$ cat config.mk
export PLATFORM = sky130hd
export DESIGN_NAME = alu_rs
export DESIGN_NICKNAME = d
export VERILOG_FILES = /design/src/rtl/alu_rs_pkg.sv /design/src/rtl/alu_rs_select.sv /design/src/rtl/alu_rs.sv
export SDC_FILE = /design/constraint.sdc
export NUM_CORES = 2
export LEC_CHECK = 0
export ABC_CLOCK_PERIOD_IN_PS = 9000
export BUFFER_PORTS_ARGS = -buffer_cell sky130_fd_sc_hd__buf_2
export CAP_MARGIN = 20
export CORE_MARGIN = 2
export CORE_UTILIZATION = 61
export DETAILED_ROUTE_END_ITERATION = 6
export PLACE_DENSITY = 0.82
export SLEW_MARGIN = 20
export SYNTH_ARGS = -nofsm -noshare
export SYNTH_HDL_FRONTEND = slang
export SYNTH_SLANG_ARGS = --single-unit
$ cat constraint.sdc
create_clock -name clk -period 9 [get_ports clk]
set_input_delay 0.45 -clock clk [delete_from_list [all_inputs] [get_ports clk]]
set_output_delay 0.45 -clock clk [all_outputs]
set_load 0.02 [all_outputs]
$ cat src/rtl/alu_rs_pkg.sv
// rtl/alu_rs_pkg.sv - shared core encodings and reservation-station entry type
package alu_rs_pkg;

  localparam int TAG_W = 7;
  localparam int ROB_W = 3;
  localparam int XLEN  = 32;

  // Major opcodes (instruction bits [6:2])
  localparam logic [4:0] OP_R_TYPE = 5'b01100;
  localparam logic [4:0] OP_I_TYPE = 5'b00100;
  localparam logic [4:0] OP_LUI    = 5'b01101;
  localparam logic [4:0] OP_AUIPC  = 5'b00101;
  localparam logic [4:0] OP_JAL    = 5'b11011;

  // ALU funct3 encodings
  localparam logic [2:0] F3_ADD_SUB = 3'b000;
  localparam logic [2:0] F3_SLL     = 3'b001;
  localparam logic [2:0] F3_SLT     = 3'b010;
  localparam logic [2:0] F3_SLTU    = 3'b011;
  localparam logic [2:0] F3_XOR     = 3'b100;
  localparam logic [2:0] F3_SRL_SRA = 3'b101;
  localparam logic [2:0] F3_OR      = 3'b110;
  localparam logic [2:0] F3_AND     = 3'b111;

  typedef struct packed {
    logic [TAG_W-1:0] tag;
    logic             rdy;
    logic [XLEN-1:0]  data;
  } rs_opnd_t;

  typedef struct packed {
    logic             valid;
    logic [4:0]       opcode;
    logic [2:0]       funct3;
    logic             funct7;
    rs_opnd_t         rs1;
    rs_opnd_t         rs2;
    logic [XLEN-1:0]  imm;
    logic [XLEN-1:0]  pc;
    logic [ROB_W-1:0] rob_idx;
    logic [TAG_W-1:0] rd;
  } rs_entry_t;

  // Capture a broadcast result into a waiting operand whose tag matches.
  function automatic rs_opnd_t wake_opnd(input rs_opnd_t o, input logic cdb_valid,
                                         input logic [TAG_W-1:0] cdb_tag,
                                         input logic [XLEN-1:0] cdb_data);
    rs_opnd_t r;
    r = o;
    if (cdb_valid && !o.rdy && (o.tag == cdb_tag)) begin
      r.rdy  = 1'b1;
      r.data = cdb_data;
    end
    return r;
  endfunction

endpackage

$ cat src/rtl/alu_rs_select.sv
// rtl/alu_rs_select.sv - lowest-index-first issue priority encoder
module rs_select #(
  parameter int N = 4
) (
  input  logic [N-1:0] req,
  output logic [N-1:0] one_hot,
  output logic         found
);

  // Entry 0 is oldest, so the first set request wins.
  always_comb begin
    one_hot = '0;
    found   = 1'b0;
    for (int i = 0; i < N; i++) begin
      if (req[i] && !found) begin
        one_hot[i] = 1'b1;
        found      = 1'b1;
      end
    end
  end

endmodule

$ cat src/rtl/alu_rs.sv
// rtl/alu_rs.sv - age-ordered collapsing reservation station feeding the ALU
module alu_rs
  import alu_rs_pkg::*;
#(
  parameter int DEPTH = 4
) (
  input  logic             clk,
  input  logic             rst_n,
  input  logic             flush,
  input  logic             dis_valid,
  output logic             dis_ready,
  input  logic [4:0]       dis_opcode,
  input  logic [2:0]       dis_funct3,
  input  logic             dis_funct7,
  input  logic [TAG_W-1:0] dis_rs1_tag,
  input  logic             dis_rs1_rdy,
  input  logic [XLEN-1:0]  dis_rs1_data,
  input  logic [TAG_W-1:0] dis_rs2_tag,
  input  logic             dis_rs2_rdy,
  input  logic [XLEN-1:0]  dis_rs2_data,
  input  logic [XLEN-1:0]  dis_imm,
  input  logic [XLEN-1:0]  dis_pc,
  input  logic [ROB_W-1:0] dis_rob_idx,
  input  logic [TAG_W-1:0] dis_rd,
  input  logic             cdb_valid,
  input  logic [TAG_W-1:0] cdb_tag,
  input  logic [XLEN-1:0]  cdb_data,
  output logic             alu_i_valid,
  output logic [4:0]       opcode,
  output logic [2:0]       funct3,
  output logic             funct7,
  output logic [XLEN-1:0]  rs1_data,
  output logic [XLEN-1:0]  rs2_data,
  output logic [XLEN-1:0]  imm,
  output logic [XLEN-1:0]  pc,
  output logic [ROB_W-1:0] alu_i_rob_idx,
  output logic [TAG_W-1:0] alu_i_rd
);

  localparam int CW = $clog2(DEPTH + 1);

  rs_entry_t        ent_q [DEPTH];
  rs_entry_t        ent_d [DEPTH];
  rs_entry_t        woken [DEPTH];
  rs_entry_t        dis_ent;
  rs_entry_t        sel_ent;
  logic [CW-1:0]    count_q;
  logic [CW-1:0]    count_d;
  logic [CW-1:0]    count_rem;
  logic [CW-1:0]    sel_idx;
  logic [DEPTH-1:0] req;
  logic [DEPTH-1:0] sel_oh;
  logic             found;
  logic             issue;
  logic             dis_fire;

  assign dis_ready = (count_q < CW'(DEPTH));
  assign dis_fire  = dis_valid && dis_ready && !flush;
  assign issue     = found && !flush;

  // An entry may issue once both operands hold their values.
  always_comb begin
    req = '0;
    for (int i = 0; i < DEPTH; i++) begin
      req[i] = ent_q[i].valid && ent_q[i].rs1.rdy && ent_q[i].rs2.rdy;
    end
  end

  rs_select #(.N(DEPTH)) u_select (
    .req     (req),
    .one_hot (sel_oh),
    .found   (found)
  );

  // Output mux; defaults to entry 0 so nothing undriven leaks out when idle.
  always_comb begin
    sel_ent = ent_q[0];
    sel_idx = '0;
    for (int i = 0; i < DEPTH; i++) begin
      if (sel_oh[i]) begin
        sel_ent = ent_q[i];
        sel_idx = CW'(i);
      end
    end
  end

  assign alu_i_valid   = issue;
  assign opcode        = sel_ent.opcode;
  assign funct3        = sel_ent.funct3;
  assign funct7        = sel_ent.funct7;
  assign rs1_data      = sel_ent.rs1.data;
  assign rs2_data      = sel_ent.rs2.data;
  assign imm           = sel_ent.imm;
  assign pc            = sel_ent.pc;
  assign alu_i_rob_idx = sel_ent.rob_idx;
  assign alu_i_rd      = sel_ent.rd;

  // Incoming entry, including capture of a result broadcast in the same cycle.
  always_comb begin
    dis_ent         = '0;
    dis_ent.valid   = 1'b1;
    dis_ent.opcode  = dis_opcode;
    dis_ent.funct3  = dis_funct3;
    dis_ent.funct7  = dis_funct7;
    dis_ent.rs1     = wake_opnd({dis_rs1_tag, dis_rs1_rdy, dis_rs1_data}, cdb_valid, cdb_tag, cdb_data);
    dis_ent.rs2     = wake_opnd({dis_rs2_tag, dis_rs2_rdy, dis_rs2_data}, cdb_valid, cdb_tag, cdb_data);
    dis_ent.imm     = dis_imm;
    dis_ent.pc      = dis_pc;
    dis_ent.rob_idx = dis_rob_idx;
    dis_ent.rd      = dis_rd;
  end

  // Next queue image: wake, collapse over the issued slot, then append at the tail.
  always_comb begin
    for (int i = 0; i < DEPTH; i++) begin
      woken[i] = ent_q[i];
      if (ent_q[i].valid) begin
        woken[i].rs1 = wake_opnd(ent_q[i].rs1, cdb_valid, cdb_tag, cdb_data);
        woken[i].rs2 = wake_opnd(ent_q[i].rs2, cdb_valid, cdb_tag, cdb_data);
      end
    end
    for (int i = 0; i < DEPTH; i++) begin
      ent_d[i] = woken[i];
    end
    if (issue) begin
      for (int i = 0; i < DEPTH - 1; i++) begin
        if (CW'(i) >= sel_idx) begin
          ent_d[i] = woken[i + 1];
        end
      end
      ent_d[DEPTH-1].valid = 1'b0;
    end
    count_rem = count_q - CW'(issue);
    for (int i = 0; i < DEPTH; i++) begin
      if (dis_fire && (CW'(i) == count_rem)) begin
        ent_d[i] = dis_ent;
      end
    end
    count_d = count_rem + CW'(dis_fire);
  end

  // Queue state; flush kills every entry but keeps stale payload.
  always_ff @(posedge clk) begin
    if (!rst_n) begin
      count_q <= '0;
      for (int i = 0; i < DEPTH; i++) begin
        ent_q[i] <= '0;
      end
    end else if (flush) begin
      count_q <= '0;
      for (int i = 0; i < DEPTH; i++) begin
        ent_q[i].valid <= 1'b0;
      end
    end else begin
      count_q <= count_d;
      ent_q   <= ent_d;
    end
  end

endmodule

# Word-level counts from Yosys, hierarchy flattened
# Index checks and enable logic that the tools add are counted.
# totals
out_inout_bits	149
n_memories	0
rom_bits	0
latch_bits	0
ram_bits	0
ff_bits	659
# classes
bitwise_logic	2
n_eq_ne	13
order_cmp	4
reduce_logical	68
n_mux	35
n_addsub	2
multipliers	0
n_shift	0
n_div	0
# op_table
op	n
$mux W164	7
$mux W493	1
$mux W163	3
$mux W33	10
$mux W73	4
$eq A7 B7 Y1	10
$logic_and A1 B1 Y1	38
$logic_not A1 Y1	14
$reduce_bool A2 Y1	7
$reduce_and A3 Y1	3
$mux W1	8
$reduce_and A2 Y1	4
$eq A2 B3 Y1 const A	2
$ge A1 B3 Y1 const A	2
$mux W3	2
$add A3 B1 Y3	1
$eq A1 B3 Y1 const A	1
$ge A2 B3 Y1 const A	1
$logic_not A3 Y1	1
$lt A3 B3 Y1 const B	1
$sub A3 B1 Y3	1
$not A1 Y1	2
$reduce_or A2 Y1	1

# Logic depth before layout (Yosys ltp)
# depth
ltp_word	18
depth_mapped	13

# Cells and area by module
# A second synthesis with hierarchy kept.
# hier_totals
cells_unflattened	4752
hier_area_um2	36120.9
# by_module_without_submodules
mod	n_inst	cells_per_inst	area_each_um2
alu_rs	1	4747	36083.4
rs_select	1	5	37.5

# Worst setup path after synthesis
# No wires, ideal clock.
# synth_timing
path_kind	flip-flop to flip-flop
from	register ent_q[434] in the netlist's numbering
to	register ent_q[443] in the netlist's numbering
path_slack_ns	5.683
stages_incl_launch_ff	14
period_less_slack_ns	3.317
t_required_ns	8.883
setup_time_ns	0.117
n_path_buf	4
arrival_time_ns	3.200
cell_sequence	dfxtp_1 -> nand3_1 -> and2_1 -> a31oi_1 -> ha_1 -> ha_1 -> clkbuf_1 -> and3_1 -> clkbuf_1 -> nor2_1 -> clkbuf_1 -> clkbuf_1 -> a32oi_1 -> a22o_1
# synth_via
elab_chain_len	14
word_cells_on_any_way	23
# synth_lines
item	line_no	rtl
start, declared	alu_rs.sv:42	rs_entry_t ent_q [DEPTH];
start signal, assigned	alu_rs.sv:156	ent_q <= ent_d;
$logic_and A1 B1 Y1 (*)	alu_rs.sv:65	req[i] = ent_q[i].valid && ent_q[i].rs1.rdy && ent_q[i].rs2.rdy;
$logic_and A1 B1 Y1 (*)	alu_rs_select.sv:15	if (req[i] && !found) begin
$mux W1 (*)	alu_rs_select.sv:15	
$logic_not A1 Y1	alu_rs_select.sv:15	
$logic_and A1 B1 Y1	alu_rs_select.sv:15	
$mux W1 (*)	alu_rs_select.sv:15	
$logic_not A1 Y1	alu_rs_select.sv:15	
$logic_and A1 B1 Y1	alu_rs_select.sv:15	
$mux W1 (*)	alu_rs_select.sv:15	
$logic_and A1 B1 Y1 (*)	alu_rs.sv:59	assign issue = found && !flush;
net alu_i_valid	alu_rs.sv:28	output logic alu_i_valid,
$sub A3 B1 Y3	alu_rs.sv:133	count_rem = count_q - CW'(issue);
$eq A1 B3 Y1	alu_rs.sv:135	if (dis_fire && (CW'(i) == count_rem)) begin
$logic_and A1 B1 Y1	alu_rs.sv:135	
$mux W164 (*)	alu_rs.sv:135	
# Mark *: on every way through the listed nets, which the timed path passes. The rest lies on a longest branch. The select of a mux whose other input is x is not followed.
# A chain may end at the register's enable or synchronous reset.

# Worst setup path in the final report
# layout_timing
from	register ent_q[434] in the netlist's numbering
to	output port opcode[2]
# layout_via
elab_chain_len	10
word_cells_on_any_way	14
# layout_lines
item	line_no	rtl
$logic_and A1 B1 Y1 (*)	alu_rs.sv:65	
$logic_and A1 B1 Y1 (*)	alu_rs_select.sv:15	
$mux W1	alu_rs_select.sv:15	
$logic_not A1 Y1	alu_rs_select.sv:15	
$logic_and A1 B1 Y1	alu_rs_select.sv:15	
$mux W1	alu_rs_select.sv:15	
$logic_not A1 Y1	alu_rs_select.sv:15	
$logic_and A1 B1 Y1	alu_rs_select.sv:15	
$mux W1	alu_rs_select.sv:15	
$mux W163 (*)	alu_rs.sv:80	if (sel_oh[i]) begin
end, declared	alu_rs.sv:29	output logic [4:0] opcode,
# Mark *: on every way between the ends. The rest lies on a longest branch, timed or not.

==> flow_summary.yaml <==
cells_and_area:
  drive_gt1_share_pct: 14.02
  seqCellArea_um2: 13190
  final_cells: 5393
  num-nets-final: 4763
  multiInputGateArea_um2: 21100
  post-route-util_pct: 68.24
  num-fill-cells: 4842
  layout-area-overhead-vs-synth_pct: 10.92
clock_tree:
  cts_resized: 0
  postCtsHoldBufs: 0
  clock_path_buffers: 3
  tritoncts: "yes"
  cts_max_level: 3
  clockRootBuffer: "clkbuf_16"
  clock_sinks: 659
  cts_buffers: 72
  clk_pin_slew_ns: 0.06
  cts_setup_buffers: 0
  clk_latency_ns: 0.64
timing:
  fmax_mhz: 191.3
  relSlewSlack_pct: 22.48
  fin_setup_tns_ns: 0
  period_minus_slack_ns: 5.227
  hold_violations: 0
  worst_clock_skew_ns: 0.02746
  drv_slew: 0
  post-route-period-util_pct: 58.08
  rsz0062_at_grt: "no"
  tightest_slew_ns: 1.163
  hold_ws_ns: 0.08303
  setup_viol: 0
yosys:
  yosysUniqueCellTypes: 66
  synth_top_area_share_pct: 36.47
  synth.area.top_cells: "dfxtp_1 (36%), nand2_1 (10%), mux2i_1 (8.1%)"
  synth.largest_area_cell: "dfxtp_1"
  yosysSeqAreaShare_pct: 36.47
  synth_edf_count: 0
  syn-mean-instance-area_um2: 7.948
  ys_dominant_reg_cell: "dfxtp_1"
  ys_ff_latch: 659
  netlist_instances: 4551
  netlist_area_um2: 36170
  synth_fp_nets: 4761
  yosysWarnings: 0
  synth-async-reset-ratio_pct: 0
floorplanning:
  die-area_um2: 61260
  start_util_pct: 61.52
  boundaryPins: 356
  fp.dieW_um: 247.5
  coreArea_um2: 58800
  die_h_um: 247.5
  rows: 89
power:
  p_comb_share_pct: 9.4
  swShare_pct: 25.70
  ir_drop_mv: 0.1383
  clockPowerShare_pct: 45.8
  switchingPower_mw: 1.731
  cellPowerDensity_nw_per_um2: 167.9
  seq_power_share_pct: 44.9
  p_int_mw: 5.004
  p_leak_nw: 16.16
critical_path:
  crit_buf_inv: 3
  reg2regPathDepth: 11
  path_common_cell: "buf_4"
  crit_path_cell_trace: "nand3_1 -> and2_1 -> nand2b_4 -> buf_4 -> buf_4 -> nor2_1 -> a211oi_1 -> a21o_1 -> buf_2"
  crit_path_max_fanout: 82
  worst-setup-path-type: "flop to primary output"
  end_kind: "primary output"
  cp.arrival_ns: 4.78
  crit_family: "buffers and inverters"
  cp_slowest_cell: "buf_4"
  startpoint_type: "flop"
  cp_num_cells: 9
  crit_path_max_incr_delay_ns: 0.84
  crit_required_ns: 8.55
grt:
  grt_usage_pct: 38.06
  grt_antenna_before_repair: 25
  grt_start_max_net_pins: 221
  overflow: 0
  grt_pass1_vias: 34460
  grt_pass1_wl_mm: 188.6
routing:
  routed_wl_mm: 121.8
  routed_via_density: 6.837
  via_count: 36870
  ant_nets: 0
  wire_per_inst_um: 22.59
  first_pass_iters: 7
  post-route-drc-count: 11
  drt_iter0_drc: 4359
placement:
  dp.cells: 5251
  dp.final_hpwl_mm: 70.56
  gp_congestion: 0.8825
  portBuffers: 355
job:
  maxCapViolations: 0
hold_path:
  whs_path_depth: 3
  hp-class: "input pin to flop"
status:
  violations: "DRC"
  status: "complete, but fails checks"
-- worst reg2reg max path, delay by kind of cell (launching register included) --
kind | cells | cell delay (ns)
simple gates | 4 | 1.75
compound gates | 3 | 0.73
buf+inv | 2 | 1.10
flops | 1 | 0.44
fa+ha+maj | 2 | 0.59
-- synthesized netlist by cell type (all sizes together), types with 44 or more instances --
library cell and n:
nand2 996, dfxtp 659, nor2 549, clkbuf 406
a311oi 312, mux2i 297, a21oi 196, a21o 147
a211oi 125, o21ai 98, o221ai 91, a221o 84
buf 84, a22o 44, xor2 44
-- power by group through the flow --
stage | clock network (mW) | registers [mW] | logic [mW]
6_report | 3.08 | 3.02 | 0.630
5_1_grt | 3.20 | 3.03 | 0.671
4_1_cts | 3.09 | 3.02 | 0.615
3_5_place_dp | 0 | 3.08 | 0.610
3_3_place_gp | 0 | 3.08 | 0.602
2_1_floorplan | 0 | 3.07 | 0.387
-- through the flow --
stage / instance area (um2) / total power, mW / worst slack, ns
finish: 40120 / 6.735 / 3.773
CTS: 40060 / 6.727 / 3.892
floorplan: 36170 / 3.459 / 5.683
detailed placement: 37640 / 3.693 / 4.326
global route: 40120 / 6.902 / 3.570
global placement: 37610 / 3.682 / 4.451
-- metal layers --
layer | part of all wire, % | GRT usage (%)
met5 | 0.14 | 0
met2 | 45 | 59.57
met4 | 5.2 | 20.48
met3 | 12 | 9.299
met1 | 38 | 48.40
-- final timing paths --
kind / slack, ns / end / startpoint
worst min register to register: 0.45 / ent_q[614] / ent_q[614]
worst max register to register: 4.28 / ent_q[443] / ent_q[434]
worst min-delay path: 0.08 / ent_q[16] / dis_pc[6]
worst max-delay path: 3.77 / opcode[2] / ent_q[434]
-- cell usage in the layout, fill, tap and decap left out, types with 41 or more instances in the layout --
master / n
a21oi_1: 193
o21ai_0: 96
a221o_1: 84
mux2i_1: 292
o221ai_1: 62
buf_2: 355
a311oi_1: 312
a21o_1: 147
a22o_1: 44
nor2_1: 539
buf_4: 60
dfxtp_1: 659
nand2_1: 992
xor2_1: 44
a211oi_1: 125
clkbuf_16: 73
o22ai_1: 41
-- area by class of cell --
type | count | share of cell area [%]
inverters | 29 | 0.2900
clock buffers | 103 | 5.158
flip-flops and latches | 659 | 32.88
clock inverters | 25 | 0.8825
multi-input cells | 3373 | 52.58
well taps | 773 | 2.411
diodes | 13 | 0.08108
repair buffers | 418 | 5.719
-- cell families after synthesis --
logic type | after synthesis | share of synthesized area (%)
AO/OA/AOI/OAI | 1340 | 28.99
buffers and inverters | 519 | 5.763
flip-flops | 659 | 36.47
XOR/XNOR | 72 | 1.743
multiplexers | 321 | 9.139
AND/OR/NAND/NOR | 1637 | 17.79
adder cells (fa/ha/maj) | 3 | 0.1038
-- sequential cells by signal, indices dropped and copies added, names as in the netlist --
signal	count
count_q	3
ent_q	656
No activity file was read; power rests on OpenSTA's default activity.
